===== config.mk =====
export PLATFORM = sky130hd
export DESIGN_NAME = delay_timer
export DESIGN_NICKNAME = d
export VERILOG_FILES = /design/src/rtl/delay_timer.sv
export SDC_FILE = /design/constraint.sdc
export NUM_CORES = 1
export LEC_CHECK = 0
export BUFFER_PORTS_ARGS = -buffer_cell sky130_fd_sc_hd__clkbuf_2
export CORE_MARGIN = 2
export CORE_UTILIZATION = 58
export DETAILED_ROUTE_END_ITERATION = 8
export HOLD_SLACK_MARGIN = 0.05
export PLACE_DENSITY_LB_ADDON = 0.25
export SYNTH_ARGS = -nofsm -noshare
export SYNTH_HDL_FRONTEND = slang
export SYNTH_SLANG_ARGS = --single-unit

===== constraint.sdc =====
create_clock -name clk -period 2.73 [get_ports clk]
set_input_delay 0.546 -clock clk [delete_from_list [all_inputs] [get_ports clk]]
set_output_delay 0.546 -clock clk [all_outputs]
set_load 0.02 [all_outputs]

===== src/rtl/delay_timer.sv =====
// Programmable delay/tick generator: periodic or one-shot counter with a
// runtime-loadable period, end-of-period rdy pulse and mid-period half pulse.
module delay_timer #(
    parameter int WIDTH     = 16,
    parameter int CLK_COUNT = 10
) (
    input  logic             clk,
    input  logic             rst,
    input  logic             en,
    input  logic             mode,
    input  logic             load,
    input  logic [WIDTH-1:0] load_val,
    input  logic             start,
    output logic             rdy,
    output logic             half,
    output logic             busy,
    output logic [WIDTH-1:0] count
);

    localparam logic [WIDTH-1:0] RESET_PERIOD = WIDTH'(CLK_COUNT);
    localparam logic [WIDTH-1:0] ONE          = WIDTH'(1);

    logic [WIDTH-1:0] period_reg, period_next;
    logic [WIDTH-1:0] cnt_reg,    cnt_next;
    logic             run_reg,    run_next;
    logic             rdy_reg,    rdy_next;
    logic             half_reg,   half_next;

    logic active;
    logic terminal;
    logic mid_point;

    always_comb begin
        active    = en && (!mode || run_reg);
        terminal  = (cnt_reg == period_reg - ONE);
        // Periods below 2 have no meaningful mid-point, so half stays quiet.
        mid_point = (period_reg > ONE) && (cnt_reg == (period_reg >> 1) - ONE);

        period_next = period_reg;
        cnt_next    = cnt_reg;
        run_next    = run_reg;
        rdy_next    = 1'b0;
        half_next   = 1'b0;

        if (load) begin
            period_next = (load_val == '0) ? ONE : load_val;
            cnt_next    = '0;
        end else if (active) begin
            if (terminal) begin
                cnt_next = '0;
                rdy_next = 1'b1;
                if (mode) begin
                    run_next = 1'b0;
                end
            end else begin
                cnt_next  = cnt_reg + ONE;
                half_next = mid_point;
            end
        end

        // A one-shot (re)start overrides the count but keeps a completed
        // period's rdy pulse when it lands on the terminal edge.
        if (mode && start) begin
            run_next  = 1'b1;
            cnt_next  = '0;
            half_next = 1'b0;
        end
    end

    always_ff @(posedge clk) begin
        if (rst) begin
            period_reg <= RESET_PERIOD;
            cnt_reg    <= '0;
            run_reg    <= 1'b0;
            rdy_reg    <= 1'b0;
            half_reg   <= 1'b0;
        end else begin
            period_reg <= period_next;
            cnt_reg    <= cnt_next;
            run_reg    <= run_next;
            rdy_reg    <= rdy_next;
            half_reg   <= half_next;
        end
    end

    assign rdy   = rdy_reg;
    assign half  = half_reg;
    assign busy  = mode ? run_reg : en;
    assign count = cnt_reg;

endmodule


==> results.yml <==
floorplan:
  start_util: 0.6137
  die_w_um: 72.34
  dieArea_mm2: 0.005233
  fp.dieH_um: 72.34
  io_pins: 41
  core_mm2: 0.004414
  rows: 24
sta:
  setup-violations-final: 0
  worst_pin_slew_ps: 510.8
  skew_ps: 1.967
  whs_ps: 498.3
  min_period_ps: 2518
  hold_viol: 0
  rsz0062_at_grt: "false"
  drv_slew: 0
  clock.fmax_mhz: 397.1
  period_share: 0.9224
  slew_headroom: 0.6564
  finalSetupTns_ps: 0
yosys:
  synth-compound-area-share: 0.1062
  yosys.area_share.adder: 0.01848
  syn_inst: 333
  synth_area_mm2: 0.002709
  async_flop_share: 0
  synthSimpleGateAreaFrac: 0.3326
  synth_top_family_by_area: "simple AND/OR/NAND/NOR gates"
  synth_seq_cells: 35
  yosysSeqAreaShare: 0.2587
  synth_mux_area_frac: 0.06697
  avgSynthCellArea_um2: 8.135
  synth.net_count: 359
  synth_xor_area_frac: 0.1552
  ys.flop_type: "dfxtp_1"
  ys.warnings.count: 0
  synth-edff-count: 0
  synth_cell_types: 57
global_routing:
  first_global_vias: 2308
  grt_max_degree: 20
  grtUsageTotal: 0.2755
  grt.overflow.total: 0
  grt_pass1_wl_um: 11400
  antenna_found_initial: 0
clock_network:
  cts_tree: "built"
  clk_latency_ps: 280
  h-tree-depth: 2
  clockBufferDepth: 2
  cts.clk_slew.worst_paths_ps: 70
  cts_made_buffers: 5
  clockRootBuffer: "clkbuf_8"
  cts_sinks: 35
placed_design:
  hpwl_um: 5119
  numPortBuffers: 40
  gp_congestion: 0.9087
finish:
  final_common_cell: "clkbuf_2"
  layout.nets: 393
  drive_gt1_frac: 0.2418
  syn_to_final_growth_pct: 13.03
  n_antenna_cell: 0
  final_cell_mix: "clkbuf_2 (40), nor2_1 (36), dfxtp_1 (35)"
power_and_ir_drop:
  netSwitchingPower_mw: 0.3577
  vdd_drop_max_mv: 0.3443
  leakagePower_nw: 1.225
  combPwrFrac: 0.232
  p_int_mw: 0.8242
  swShare: 0.3026
  clock_power_share: 0.305
  power.density_mw_per_mm2: 386.0
  p_seq_frac: 0.463
worst_setup_path:
  critPathArrivalTime_ps: 2690
  endpoint_kind: "flop"
  critPathLaunchType: "flop"
  critPathKind: "reg2reg"
  cp_max_fo: 12
  cp_data_required_time_ps: 2900
route:
  drt-vias-per-instance: 6.205
  final_antenna_net_count: 0
  drt_wl_total_um: 6866
  via_count: 2606
  drt-initial-drc-count: 202
  drc_errors: 0
  dr.pass1.iters: 5
  wl_per_cell_um: 16.35
run_status:
  outcome: "finished clean"
min_path:
  hold_class: "reg2reg"
flow_run:
  cap_violations: 0
worst max-delay path, stage by stage, from the launching register on:
cell and delay [ps]:
dfxtp_1 360, inv_1 170, ha_2 270, nor4b_4 380, and3_1 220, o2111a_1 230, nand3_1 170, nor4_2 260
buf_4 270, nor3_1 70
metal layers:
metal  share of wire  wire [um]  GRT usage  vias to the layer above
met5               0          0          0                        -
met4           0.032        219     0.1237                        0
met3           0.057        393    0.04722                       28
met2            0.45       3076     0.4098                      105
met1            0.46       3176     0.3887                     1219
li1                -          -          -                     1254
cell type report:
| cell class | instances | area, um^2 |
|---|---|---|
| Tap cell | 52 | 65.06 |
| Timing Repair Buffer | 55 | 312.8 |
| Sequential cell | 35 | 700.7 |
| Fill cell | 383 | 1353 |
| Multi-Input combinational cell | 262 | 1872 |
| Clock buffer | 7 | 76.32 |
| Inverter | 8 | 30.03 |
| Clock inverter | 1 | 5.005 |
through the flow:
stage	utilization	instance area (um^2)	setup WS, ps	cells	total power [mW]
after detailed placement	0.6681	2949	159.4	412	0.8193
after floorplan	-	2709	385.1	333	0.7480
after CTS	0.6865	3030	140.0	420	1.178
after global routing	0.6936	3062	17.43	420	1.237
after global placement	0.6681	2949	285.3	412	0.8156
final	0.6936	3062	212.0	420	1.182
cells by family after synthesis:
group / count (synthesis)
compound gates: 41
xor+xnor: 48
fa+ha+maj: 4
buf+inv: 36
flops: 35
mux: 18
simple gates: 151
power groups by stage:
stage	clock, mW	combinational (mW)	sequential [mW]
final	0.361	0.274	0.547
after global routing	0.387	0.301	0.549
after CTS	0.368	0.264	0.546
after detailed placement	0	0.262	0.557
after global placement	0	0.258	0.557
after floorplan	0	0.196	0.552
final timing paths:
kind,depth (start not counted),startpoint,to,slack (ps)
worst min register to register,2,run_reg$_SDFFE_PP0P_,run_reg$_SDFFE_PP0P_,500
worst max register to register,9,period_reg[1]$_SDFFE_PP1P_,count[4]$_SDFFE_PP0P_,210
worst min-delay path,2,run_reg$_SDFFE_PP0P_,run_reg$_SDFFE_PP0P_,500
worst max-delay path,9,period_reg[1]$_SDFFE_PP1P_,count[4]$_SDFFE_PP0P_,210
repair_timing:
item / in CTS / in global routing
gates resized for setup: 0 / 6
endpoints found under the setup margin: 0 / 17
setup buffers: 0 / 0
hold buffers: 0 / 0
synthesized netlist by cell type (all sizes together) (5+ instances only):
library cell,n,share of area
nand4,6,0.014
nand2,18,0.025
nor4,15,0.045
nor2,36,0.050
xnor2,32,0.10
nor3,25,0.063
buf,12,0.029
and3,5,0.012
xor2,16,0.052
nand3,17,0.031
inv,8,0.011
clkbuf,16,0.022
a211oi,5,0.014
o21ai,10,0.018
dfxtp,35,0.26
mux2i,17,0.063
(Power assumes the default switching activity.)
